File: config.mk
export PLATFORM = sky130hd
export DESIGN_NAME = dmem_arbiter
export DESIGN_NICKNAME = d
export VERILOG_FILES = /design/src/rtl/dmem_arbiter.sv
export SDC_FILE = /design/constraint.sdc
export NUM_CORES = 1
export LEC_CHECK = 0
export BUFFER_PORTS_ARGS = -buffer_cell sky130_fd_sc_hd__buf_4
export CAP_MARGIN = 20
export CELL_PAD_IN_SITES_DETAIL_PLACEMENT = 1
export CELL_PAD_IN_SITES_GLOBAL_PLACEMENT = 1
export CORE_ASPECT_RATIO = 1.75
export CORE_MARGIN = 8
export CORE_UTILIZATION = 17
export DETAILED_ROUTE_END_ITERATION = 10
export HOLD_SLACK_MARGIN = 0.03
export MAX_ROUTING_LAYER = met4
export PLACE_DENSITY_LB_ADDON = 0.1
export SYNTH_ARGS = -nofsm -noshare
export SYNTH_HDL_FRONTEND = slang
export SYNTH_SLANG_ARGS = --single-unit
File: constraint.sdc
create_clock -name clk -period 3.3 [get_ports clk]
set_input_delay 0.33 -clock clk [delete_from_list [all_inputs] [get_ports clk]]
set_output_delay 0.33 -clock clk [all_outputs]
set_load 0.005 [all_outputs]
File: src/rtl/dmem_arbiter.sv
// Shares one single-port dmem between the MEM stage (port 0, fixed priority) and a debug port (port 1).
// Grants are same-cycle and read data returns one cycle later; a starved port 1 wins after STARVE_LIMIT denials, stalling port 0.
module dmem_arbiter #(
  parameter int ADDR_W       = 8,
  parameter int STARVE_LIMIT = 4
) (
  input  logic              clk,
  input  logic              reset,
  input  logic              p0_req,
  input  logic              p0_we,
  input  logic [31:0]       p0_addr,
  input  logic [31:0]       p0_wdata,
  output logic              p0_stall,
  output logic              p0_rvalid,
  output logic [31:0]       p0_rdata,
  input  logic              p1_req,
  input  logic              p1_we,
  input  logic [ADDR_W-1:0] p1_addr,
  input  logic [31:0]       p1_wdata,
  output logic              p1_gnt,
  output logic              p1_rvalid,
  output logic [31:0]       p1_rdata,
  output logic [ADDR_W-1:0] mem_addr,
  output logic [31:0]       mem_wdata,
  output logic              mem_we,
  input  logic [31:0]       mem_rdata
);

  localparam logic [3:0] LIMIT = 4'(STARVE_LIMIT);

  logic [3:0]        starve_q, starve_d;
  logic              rd_pend_q, rd_pend_d;
  logic              rd_owner_q, rd_owner_d;
  logic              p0_gnt;
  logic              p1_win;
  logic [ADDR_W-1:0] p0_waddr;
  logic              unused_addr_bits;

  // Port 0 is byte addressed; only the word-index bits reach dmem.
  assign p0_waddr         = p0_addr[ADDR_W+1:2];
  assign unused_addr_bits = ^{p0_addr[31:ADDR_W+2], p0_addr[1:0]};

  assign p1_win   = p1_req & (~p0_req | (starve_q == LIMIT));
  assign p0_gnt   = p0_req & ~p1_win;
  assign p1_gnt   = p1_win;
  assign p0_stall = p0_req & ~p0_gnt;

  always_comb begin
    mem_addr  = '0;
    mem_wdata = '0;
    mem_we    = 1'b0;
    if (p0_gnt) begin
      mem_addr  = p0_waddr;
      mem_wdata = p0_wdata;
      mem_we    = p0_we;
    end else if (p1_win) begin
      mem_addr  = p1_addr;
      mem_wdata = p1_wdata;
      mem_we    = p1_we;
    end
  end

  always_comb begin
    starve_d   = 4'd0;
    rd_pend_d  = 1'b0;
    rd_owner_d = rd_owner_q;
    if (p1_req && !p1_win) begin
      starve_d = (starve_q == LIMIT) ? LIMIT : starve_q + 4'd1;
    end
    if (p0_gnt && !p0_we) begin
      rd_pend_d  = 1'b1;
      rd_owner_d = 1'b0;
    end else if (p1_win && !p1_we) begin
      rd_pend_d  = 1'b1;
      rd_owner_d = 1'b1;
    end
  end

  always_ff @(posedge clk) begin
    if (reset) begin
      starve_q   <= 4'd0;
      rd_pend_q  <= 1'b0;
      rd_owner_q <= 1'b0;
    end else begin
      starve_q   <= starve_d;
      rd_pend_q  <= rd_pend_d;
      rd_owner_q <= rd_owner_d;
    end
  end

  assign p0_rvalid = rd_pend_q & ~rd_owner_q;
  assign p1_rvalid = rd_pend_q & rd_owner_q;
  assign p0_rdata  = p0_rvalid ? mem_rdata : 32'd0;
  assign p1_rdata  = p1_rvalid ? mem_rdata : 32'd0;

endmodule
Yosys cells after proc, flatten, opt, wreduce, memory -nomap -nowiden --
Index checks and enable logic that the tools add are counted.
Operators by class: $add $sub $neg 1, equality and inequality tests 1, mux-type cells 11, bitwise operators 11, reductions and logical operators 9
Operator list (number):
- 32-bit two-way mux | 4
- 8-bit two-way mux | 2
- 1-bit AND | 5
- 1-bit inverter | 5
- 4-bit by 1-bit adder with 4-bit output, second input constant | 1
- 4-bit by 3-bit == test with 1-bit output, second input constant | 1
- 1-bit two-way mux | 4
- 2-bit OR reduction | 2
- 1-bit logical AND | 3
- 1-bit logical NOT | 3
- 3-bit two-way mux | 1
- 3-bit OR reduction | 1
- 1-bit OR | 1
Word-level totals: bits in registers 6, input port bits 142

Logic depth before layout (Yosys ltp) --
Gate-level depths: netlist (run 1).
depth in word-level cells 7, gate-level depth with buffers 7

Least setup slack after synthesis (run 1) --
OpenSTA, ideal clock, no wires.
kind flip-flop to output port, start register starve_q[0], end output mem_addr[0], arrival 1320 ps, setup slack 1650 ps, stages on the path, launching flop included 8, buffers on the path 2, path through dfxtp_1 inv_1 ha_1 nand3b_1 a21oi_2 buf_6 buf_12 mux2i_1
On the way: word-level cells in the longest chain between the ends 6, elaborated cells between the ends (all ways) 7, classes of those cells 1 x eq/ne; 2 x mux; 4 x bitwise
Ends and longest elaborated chain:
- start, declared | RTL line 31 | logic [3:0] starve_q, starve_d;
- start signal, assigned | RTL line 85 | starve_q <= starve_d;
- 4-bit by 3-bit == test with 1-bit output (*) | RTL line 43 | assign p1_win = p1_req & (~p0_req | (starve_q == LIMIT));
- 1-bit OR (*) | RTL line 43
- 1-bit AND (*) | RTL line 43
- 1-bit inverter | RTL line 44 | assign p0_gnt = p0_req & ~p1_win;
- 1-bit AND | RTL line 44
- 8-bit two-way mux (*) | RTL line 52 | if (p0_gnt) begin
- end, declared | RTL line 23 | output logic [ADDR_W-1:0] mem_addr,
Every way passes the cells marked *; elsewhere a longest branch is shown, timed or not.

Worst setup path after layout (run 1) --
start register starve_q[0], end output mem_wdata[30]
On the way: word-level cells in the longest chain between the ends 6, elaborated cells between the ends (all ways) 7, classes of those cells 1 x eq/ne; 2 x mux; 4 x bitwise
Ends and longest elaborated chain:
- 4-bit by 3-bit == test with 1-bit output (*) | RTL line 43
- 1-bit OR (*) | RTL line 43
- 1-bit AND (*) | RTL line 43
- 1-bit inverter | RTL line 44
- 1-bit AND | RTL line 44
- 32-bit two-way mux (*) | RTL line 52
- end, declared | RTL line 24 | output logic [31:0] mem_wdata,
Marks and branches as above.

==> results of run 1 <==
## through the flow
| step | hold WS, ns | worst slack, ns | util, % |
|---|---|---|---|
| 2_1_floorplan | 0.418 | 1.65 | - |
| 3_3_place_gp | 0.452 | 0.929 | 36.8 |
| 3_5_place_dp | 0.458 | 0.897 | 36.8 |
| 4_1_cts | 0.299 | 0.647 | 37.6 |
| 5_1_grt | 0.311 | 0.498 | 37.6 |
| 6_report | 0.298 | 0.707 | 37.6 |
## power by group
| part | internal, mW | total, mW | switching, mW | leakage, nW |
|---|---|---|---|---|
| combinational | 0.204 | 0.331 | 0.127 | 1.98 |
| clock | 0.155 | 0.193 | 0.0379 | 0.0370 |
| sequential | 0.0750 | 0.0761 | 0.00104 | 0.0488 |
| total | 0.434 | 0.600 | 0.166 | 2.07 |
## worst max path at each step
stage,start,to,slack [ns],cells after the start
after floorplan,starve_q[0],mem_addr[0],1.65,7
after global placement,starve_q[0],mem_wdata[30],0.93,7
after detailed placement,starve_q[0],mem_wdata[12],0.90,7
final,starve_q[0],mem_wdata[30],0.71,7
after global routing,starve_q[0],mem_wdata[20],0.50,7
after CTS,starve_q[0],mem_wdata[12],0.65,7
## synth_stat cells, types with 2 or more instances
| cell | number | area (um^2) |
|---|---|---|
| buf_2 | 2 | 10.0 |
| nand2_1 | 42 | 158 |
| and2_1 | 34 | 213 |
| inv_1 | 47 | 176 |
| ha_1 | 2 | 25.0 |
| and3_1 | 32 | 200 |
| clkbuf_1 | 12 | 45.0 |
| dfxtp_1 | 6 | 120 |
| mux2i_1 | 41 | 410 |
| buf_12 | 4 | 80.1 |
| nor2_1 | 5 | 18.8 |
## critical path, delay by kind of cell, from the launching register on
kind | cells | cell delay, ns
fa+ha+maj | 1 | 0.17
mux | 1 | 0.25
compound gates | 1 | 0.61
simple gates | 1 | 0.17
flops | 1 | 0.33
buf+inv | 3 | 0.49
## logic make-up (layout without fill, tap and decap cells)
group / count (synthesis) / count (layout)
compound gates: 5 / 5
xor+xnor: 1 / 1
fa+ha+maj: 2 / 2
buf+inv: 66 / 280
flops: 6 / 6
mux: 41 / 41
simple gates: 119 / 119
## final cells by class
type | count | share of cell area, %
Timing Repair Buffer | 230 | 51.5
Multi-Input combinational cell | 168 | 33.0
Sequential cell | 6 | 3.56
Tap cell | 120 | 4.45
Inverter | 47 | 5.22
Clock buffer | 3 | 2.22
## metal layers
layer / wire, um / track usage, %
met1: 3040 / 12.4
met5: 0 / -
met2: 4880 / 25.8
met3: 1050 / 4.80
met4: 57 / 2.69
## sequential cells by signal, summed over array words and instances, names as in the netlist
register / count
rd_owner_q: 1
starve_q: 4
rd_pend_q: 1
## cell usage in the layout, fill, tap and decap left out
| master | n |
|---|---|
| a21oi_1 | 1 |
| a21oi_4 | 1 |
| a32o_1 | 1 |
| and2_1 | 34 |
| and2b_1 | 1 |
| and3_1 | 32 |
| buf_12 | 1 |
| buf_4 | 229 |
| clkbuf_16 | 3 |
| dfxtp_1 | 6 |
| ha_1 | 2 |
| inv_1 | 47 |
| mux2i_1 | 41 |
| nand2_1 | 42 |
| nand3_1 | 1 |
| nand3b_1 | 1 |
| nand4_1 | 1 |
| nor2_1 | 5 |
| nor2b_1 | 1 |
| nor3_1 | 1 |
| o21ai_0 | 1 |
| o2bb2ai_1 | 1 |
| xnor2_1 | 1 |
==> impl_metrics.py, run 1 <==
metrics = {
    "outcome": {
        "status": "finished, final reports clean",
    },
    "finish": {
        "fin_cells": 574,
        "drive_gt1_share_pct": 51.5,
        "final_area_um2": 3380,
        "syn2layout_area_growth_pct": 118,
        "seq_area_um2": 120,
        "fin_nets": 600,
        "multi_input_area_um2": 1120,
        "fillers": 1167,
        "diodes": 0,
    },
    "synth": {
        "synth_compound_area_share_pct": 2.42,
        "synth_xor_area_share_pct": 0.565,
        "synthArstFlopShare_pct": 0,
        "synthFlopType": "dfxtp_1",
        "synthSimpleGateAreaFrac_pct": 40.4,
        "synth_cell_type_count": 24,
        "seq_area_frac_synth_pct": 7.74,
        "yosys-mux-area-fraction_pct": 26.5,
        "netlist_area_um2": 1550,
        "synth_nets": 384,
        "ys_warn_count": 0,
        "synth_top_family_by_area": "simple AND/OR/NAND/NOR gates",
        "synth_seq_cells": 6,
        "avgSynthCellArea_um2": 6.46,
        "synth_fa_ha_area_share_pct": 1.61,
        "synth_edf_count": 0,
        "synthCells": 240,
    },
    "setup_path": {
        "critPathMaxFanout": 21,
        "critical_path_class": "reg2out",
        "crit_chain": "inv_1, ha_1, nand3b_1, a21oi_4, buf_12, mux2i_1, buf_4",
        "r2r-end": "rd_owner_q",
        "regToRegSetupSlack_ns": 1.45,
        "end_kind": "primary output",
        "start_kind": "flop",
        "ff2ff_path_depth": 6,
        "reg2reg_from": "starve_q[0]",
        "required_ns": 2.97,
        "crit_path_max_incr_delay_ns": 0.61,
        "critPathSlowestCell": "a21oi_4",
        "cp.arrival_ns": 2.26,
    },
    "floorplanning": {
        "die_h_um": 142,
        "num_rows": 46,
        "initial_utilization_pct": 17.3,
        "dieArea_um2": 12600,
        "die_w_um": 88.2,
        "io_pins": 251,
        "core_area_um2": 8980,
    },
    "sta": {
        "finalSetupViolations": 0,
        "relSlewSlack_pct": 44.3,
        "post-route-period-util_pct": 78.6,
        "slew_viol_final": 0,
        "finalCriticalPeriod_ns": 2.59,
        "rsz0062_at_grt": "false",
        "max_freq_mhz": 386,
        "finalHoldViolCount": 0,
        "tightest_slew_ns": 0.835,
        "finalClockSkew_ns": 0.000672,
        "finalSetupTns_ns": 0,
    },
    "cts": {
        "cts_inserted_buffers": 3,
        "clk_latency_ns": 0.23,
        "clockBufferDepth": 2,
        "postCtsSetupBuffers": 0,
        "cts_hold_buf": 0,
        "clkTransAtPathRegs_ns": 0.03,
        "ctsHtreeMaxLevel": 1,
        "root_buffer": "clkbuf_16",
        "cts-resized-gates": 0,
        "cts_tree": "built",
        "cts_sinks": 6,
    },
    "pwr": {
        "leakage_nw": 2.07,
        "p_per_area_nw_per_um2": 178,
        "power_uw": 600,
        "ir_drop_v": 0.000112,
    },
    "place": {
        "placed_area_um2": 3300,
        "gp_congestion": 0.715,
        "dp_hpwl_mm": 7.83,
        "portBuffers": 226,
        "dpl.cell_count": 571,
    },
    "hold_path": {
        "hold_path.class": "in2reg",
        "hold_depth": 2,
        "hp-start": "reset",
        "min_to": "rd_pend_q",
    },
    "route": {
        "vias_per_cell": 4.20,
        "ant_nets": 0,
        "vias": 2409,
        "drt_pass1_iterations": 3,
        "wire_per_inst_um": 15.7,
        "drc": 0,
        "routed_wl_mm": 9.03,
        "drt_iter0_drc": 45,
    },
    "run": {
        "drv_cap": 0,
    },
    "global_route": {
        "grt_max_degree": 46,
        "grt_pass1_vias": 2607,
        "grtUsageTotal_pct": 13.6,
        "antenna_found_initial": 0,
        "grt_pass1_wl_mm": 13.0,
        "overflow": 0,
    },
}
Note: power is estimated with default switching activity, not from simulation.
==> inputs of run 2 (changes only) <==
--- a/config.mk
+++ b/config.mk
@@ -11,7 +11,7 @@
 export CELL_PAD_IN_SITES_GLOBAL_PLACEMENT = 1
 export CORE_ASPECT_RATIO = 1.75
 export CORE_MARGIN = 8
-export CORE_UTILIZATION = 17
+export CORE_UTILIZATION = 16
 export DETAILED_ROUTE_END_ITERATION = 10
 export HOLD_SLACK_MARGIN = 0.03
 export MAX_ROUTING_LAYER = met4
==> constraint.sdc (replaced) <==
create_clock -name clk -period 2.6 [get_ports clk]
set_input_delay 0.26 -clock clk [delete_from_list [all_inputs] [get_ports clk]]
set_output_delay 0.26 -clock clk [all_outputs]
set_load 0.005 [all_outputs]
==> run 2 against run 1 <==
First-iteration DRC count shrank 31%. Worst setup slack lost 0.47 ns. Cell count grew 0.52%. Hold slack lost 0.065 ns. Sequential cell count is the same. Critical path depth is the same. Non-clock buffer count grew 1. Critical path type unchanged. Largest cell class unchanged.
==> impl_metrics.py, run 2 (synthesis results as in run 1) <==
metrics = {
    "outcome": {
        "status": "finished, final reports clean",
    },
    "setup_path": {
        "ff2ff_path_depth": 6,
        "critPathTopFamily": "buffers and inverters",
        "crit_chain": "inv_1, ha_1, nand3b_1, a21oi_4, buf_4, mux2i_1, buf_4",
        "crit_path_max_incr_delay_ns": 0.39,
        "cp.arrival_ns": 2.10,
        "end_kind": "primary output",
        "critical_path_class": "reg2out",
        "required_ns": 2.34,
        "regToRegSetupSlack_ns": 0.99,
        "reg2reg_from": "starve_q[0]",
        "crit_top_cell": "buf_4",
        "critPathMaxFanout": 16,
        "critPathSlowestCell": "a21oi_4",
        "cp.buffers_inverters": 3,
        "r2r-end": "rd_pend_q",
        "start_kind": "flop",
    },
    "finish": {
        "layout_common_cells": "230 x buf_4, 47 x inv_1, 42 x nand2_1, 41 x mux2i_1, 34 x and2_1",
        "drive_gt1_share_pct": 51.6,
        "largest-register": "starve_q",
        "fin_nets": 601,
        "largest_register_ff_count": 4,
        "final_common_cell": "buf_4",
        "diodes": 0,
        "top_regs": "starve_q (4), rd_owner_q (1), rd_pend_q (1)",
        "syn2layout_area_growth_pct": 118,
    },
    "route": {
        "vias_per_cell": 4.10,
        "drt_pass1_iterations": 2,
        "drt_iter0_drc": 31,
        "drc": 0,
        "routed_wl_mm": 8.97,
        "vias": 2367,
        "wire_per_inst_um": 15.5,
        "ant_nets": 0,
    },
    "floorplanning": {
        "die_h_um": 146,
        "num_rows": 47,
        "core_area_um2": 9470,
        "dieArea_um2": 13200,
        "initial_utilization_pct": 16.4,
        "die_w_um": 90.4,
        "io_pins": 251,
    },
    "cts": {
        "root_buffer": "clkbuf_16",
        "cts_sinks": 6,
        "clockBufferDepth": 2,
        "clk_latency_ns": 0.23,
        "ctsHtreeMaxLevel": 1,
        "cts_hold_buf": 0,
        "postCtsSetupBuffers": 0,
        "clkTransAtPathRegs_ns": 0.03,
        "cts-resized-gates": 0,
        "cts_inserted_buffers": 3,
        "cts_tree": "built",
    },
    "run": {
        "drv_cap": 0,
    },
    "global_route": {
        "overflow": 0,
        "grt_pass1_vias": 2598,
        "grt_max_degree": 45,
        "grt_pass1_wl_mm": 13.6,
        "grtUsageTotal_pct": 13.0,
        "antenna_found_initial": 0,
    },
    "place": {
        "dp_hpwl_mm": 7.84,
        "portBuffers": 226,
        "gp_congestion": 0.770,
    },
    "hold_path": {
        "hold_depth": 2,
        "hold_path.class": "in2reg",
        "hp-start": "reset",
        "min_to": "rd_pend_q",
    },
    "sta": {
        "post-route-period-util_pct": 90.7,
        "max_freq_mhz": 424,
        "finalSetupTns_ns": 0,
        "relSlewSlack_pct": 40.1,
        "rsz0062_at_grt": "false",
        "slew_viol_final": 0,
        "finalCriticalPeriod_ns": 2.36,
        "finalHoldViolCount": 0,
        "finalClockSkew_ns": 0.00229,
        "finalSetupViolations": 0,
        "tightest_slew_ns": 0.899,
    },
    "pwr": {
        "ir_drop_v": 0.000143,
        "leakage_nw": 2.07,
        "p_per_area_nw_per_um2": 226,
        "power_uw": 765,
    },
}
-- run 2: cell types whose count changed in the layout (fill, tap and decap cells not counted) --
cell	delta
buf_4	+1
-- run 2: cell type report --
| cell class | count | area, um^2 |
|---|---|---|
| fillers | 1231 | 6080 |
| flip-flops and latches | 6 | 120 |
| well taps | 122 | 153 |
| multi-input cells | 168 | 1120 |
| repair buffers | 231 | 1750 |
| clock buffers | 3 | 75.1 |
| inverters | 47 | 176 |
-- run 2: metrics by stage --
step                hold WS, ns  setup WS [ns]  area (um^2)  utilization, %  std cells
floorplan                 0.348           1.02         1550               -        240
global placement          0.447          0.470         3310            35.0        574
detailed placement        0.461          0.434         3310            35.0        574
CTS                       0.228          0.183         3390            35.8        577
global route              0.254          0.110         3390            35.8        577
finish                    0.234          0.241         3390            35.8        577
-- run 2: where the power goes --
part	leakage, nW	internal [mW]	total [mW]	switching [mW]
clock	0.0370	0.197	0.245	0.0482
sequential	0.0488	0.0952	0.0967	0.00150
combinational	1.99	0.260	0.423	0.163
-- run 2: layer usage --
metal / global-route usage, % / routed length, um
met1: 13.7 / 3580
met2: 24.0 / 4660
met3: 3.90 / 695
met4: 1.51 / 27
met5: - / 0
-- run 2: worst max-delay path by stage --
stage	cells past startpoint	start	to	slack, ns
after floorplan	7	starve_q[0]	mem_addr[0]	1.02
after global placement	7	starve_q[0]	mem_wdata[22]	0.47
after detailed placement	7	starve_q[0]	mem_wdata[22]	0.43
after CTS	7	starve_q[0]	mem_wdata[22]	0.18
after global routing	7	starve_q[0]	mem_wdata[23]	0.11
final	7	starve_q[0]	mem_wdata[23]	0.24
-- run 2: worst register-to-register path, delay by kind of cell (launching register included) --
kind / cells / cell delay [ns]
compound gates: 2 / 0.53
flops: 1 / 0.33
buf+inv: 2 / 0.32
fa+ha+maj: 1 / 0.18
simple gates: 1 / 0.18
==> inputs of run 3 (changes only) <==
--- a/config.mk
+++ b/config.mk
@@ -9,7 +9,7 @@
 export CAP_MARGIN = 20
 export CELL_PAD_IN_SITES_DETAIL_PLACEMENT = 1
 export CELL_PAD_IN_SITES_GLOBAL_PLACEMENT = 1
-export CORE_ASPECT_RATIO = 1.75
+export CORE_ASPECT_RATIO = 0.5
 export CORE_MARGIN = 8
 export CORE_UTILIZATION = 16
 export DETAILED_ROUTE_END_ITERATION = 10
==> run 3 against run 2 <==
Core utilization grew 0.20 points. Highest routed layer unchanged. Sequential cell count stayed put. Critical path depth did not move. Largest cell class unchanged. Sequential share of layout area barely moved. Global-route usage down 0.83 points. Register-to-register slack better by 0.02 ns. Cell count increased by 2.4%. Design area up 0.33%. Total power grew 0.51%.
==> impl_metrics.py, run 3 (synthesis results as in run 1) <==
metrics = {
    "sta": {
        "max_freq_mhz": 439,
        "finalSetupTns_ns": 0,
        "finalHoldViolCount": 0,
        "tightest_slew_ns": 0.423,
        "layout_setup_ws_ns": 0.323,
        "finalClockSkew_ns": 0.000850,
        "rsz0062_at_grt": "false",
        "slew_viol_final": 0,
        "relSlewSlack_pct": 71.8,
        "finalCriticalPeriod_ns": 2.28,
        "post-route-period-util_pct": 87.6,
        "finalSetupViolations": 0,
    },
    "hold_path": {
        "hold_path.class": "in2reg",
        "hp-start": "reset",
    },
    "global_route": {
        "grt_max_degree": 35,
        "grt_use_met2_pct": 23.5,
        "grt_pass1_vias": 2448,
        "grtUsageTotal_pct": 12.2,
        "grt_pass1_wl_mm": 12.9,
        "grt_use_met1_pct": 13.0,
        "gr-max-usage-layer": "met2",
        "overflow": 0,
        "antenna_found_initial": 0,
        "met3_usage_pct": 2.21,
    },
    "floorplanning": {
        "dieArea_um2": 13300,
        "initial_utilization_pct": 16.4,
        "core_area_um2": 9450,
        "num_rows": 25,
        "die_w_um": 155,
        "io_pins": 251,
        "die_h_um": 85.6,
    },
    "setup_path": {
        "start_kind": "flop",
        "startpoint": "starve_q[0]",
        "reg2reg_from": "starve_q[0]",
        "critical_path_class": "reg2out",
        "critPathMaxFanout": 26,
        "cp.arrival_ns": 2.02,
        "required_ns": 2.34,
        "end_kind": "primary output",
    },
    "place": {
        "placed_area_um2": 3320,
        "portBuffers": 226,
        "gp_congestion": 0.702,
        "place_ws_ns": 0.549,
        "dp_hpwl_mm": 7.32,
    },
    "finish": {
        "top_regs": "starve_q (4), rd_owner_q (1), rd_pend_q (1)",
        "syn2layout_area_growth_pct": 119,
        "final_area_um2": 3400,
        "diodes": 0,
        "utilization_pct": 36.0,
        "layout_common_cells": "232 x buf_4, 47 x inv_1, 42 x nand2_1, 41 x mux2i_1, 34 x and2_1",
        "drive_gt1_share_pct": 51.8,
        "fillers": 1216,
        "fin_nets": 602,
        "largest-register": "starve_q",
        "largest_register_ff_count": 4,
        "multi_input_area_um2": 1120,
        "seq_area_um2": 120,
        "final_common_cell": "buf_4",
    },
    "cts": {
        "cts_tree": "built",
        "postCtsSetupBuffers": 0,
        "ctsHtreeMaxLevel": 1,
        "clkTransAtPathRegs_ns": 0.03,
        "cts_inserted_buffers": 3,
        "cts_hold_buf": 0,
        "clk_latency_ns": 0.23,
        "cts-resized-gates": 0,
        "cts_sinks": 6,
        "root_buffer": "clkbuf_16",
        "clockBufferDepth": 2,
    },
    "route": {
        "ant_nets": 0,
        "vias": 2317,
        "wire_per_inst_um": 14.6,
        "drt_iter0_drc": 46,
        "drc": 0,
        "routed_wl_mm": 8.64,
        "drt_pass1_iterations": 4,
        "vias_per_cell": 3.92,
    },
    "run": {
        "drv_cap": 0,
    },
    "outcome": {
        "status": "finished, final reports clean",
    },
    "pwr": {
        "seq_power_share_pct": 12.6,
        "p_per_area_nw_per_um2": 226,
        "p_int_uw": 552,
        "p_sw_uw": 217,
        "sw_frac_of_total_pct": 28.2,
        "leakage_nw": 2.08,
        "power_uw": 768,
        "combPwrFrac_pct": 54.5,
        "ir_drop_v": 0.000173,
        "clock_power_share_pct": 32.9,
    },
}
run 3: cell types whose count changed in the layout (fill, tap and decap cells not counted):
cell	before	now
buf_12	1	0
buf_4	230	232
run 3: final cells by class:
cell class | count | share of cell area, %
well taps | 135 | 4.97
inverters | 47 | 5.19
clock buffers | 3 | 2.21
multi-input cells | 168 | 32.8
flip-flops and latches | 6 | 3.53
repair buffers | 232 | 51.3
run 3: stage by stage:
step | std cells | hold slack (ns)
detailed placement | 588 | 0.453
finish | 591 | 0.233
CTS | 591 | 0.231
floorplan | 240 | 0.348
global placement | 588 | 0.452
global route | 591 | 0.245
run 3: power by group through the flow:
| stage | clock network [mW] | registers [mW] | logic (mW) |
|---|---|---|---|
| after floorplan | 0 | 0.0989 | 0.153 |
| after global placement | 0 | 0.0980 | 0.424 |
| after detailed placement | 0 | 0.0981 | 0.429 |
| after CTS | 0.260 | 0.0968 | 0.430 |
| after global routing | 0.265 | 0.0970 | 0.461 |
| final | 0.253 | 0.0968 | 0.418 |
run 3: per-layer routing:
metal  share of wire (%)  routed length (um)
met1                  41                3580
met2                  52                4490
met3                 5.8                 504
met4                0.72                  62
met5                   0                   0
run 3: worst paths after layout:
kind | end | slack, ns | depth (start not counted)
max | mem_wdata[26] | 0.32 | 7
min | rd_pend_q | 0.23 | 2
max reg2reg | rd_owner_q | 1.01 | 6
min reg2reg | starve_q[0] | 0.47 | 1
run 3: worst max-delay path, stage by stage, from the launching register on:
cell and delay, ns:
dfxtp_1 0.33, inv_1 0.07, ha_1 0.17, nand3b_1 0.18
a21oi_4 0.19, buf_4 0.39, mux2i_1 0.29, buf_4 0.15
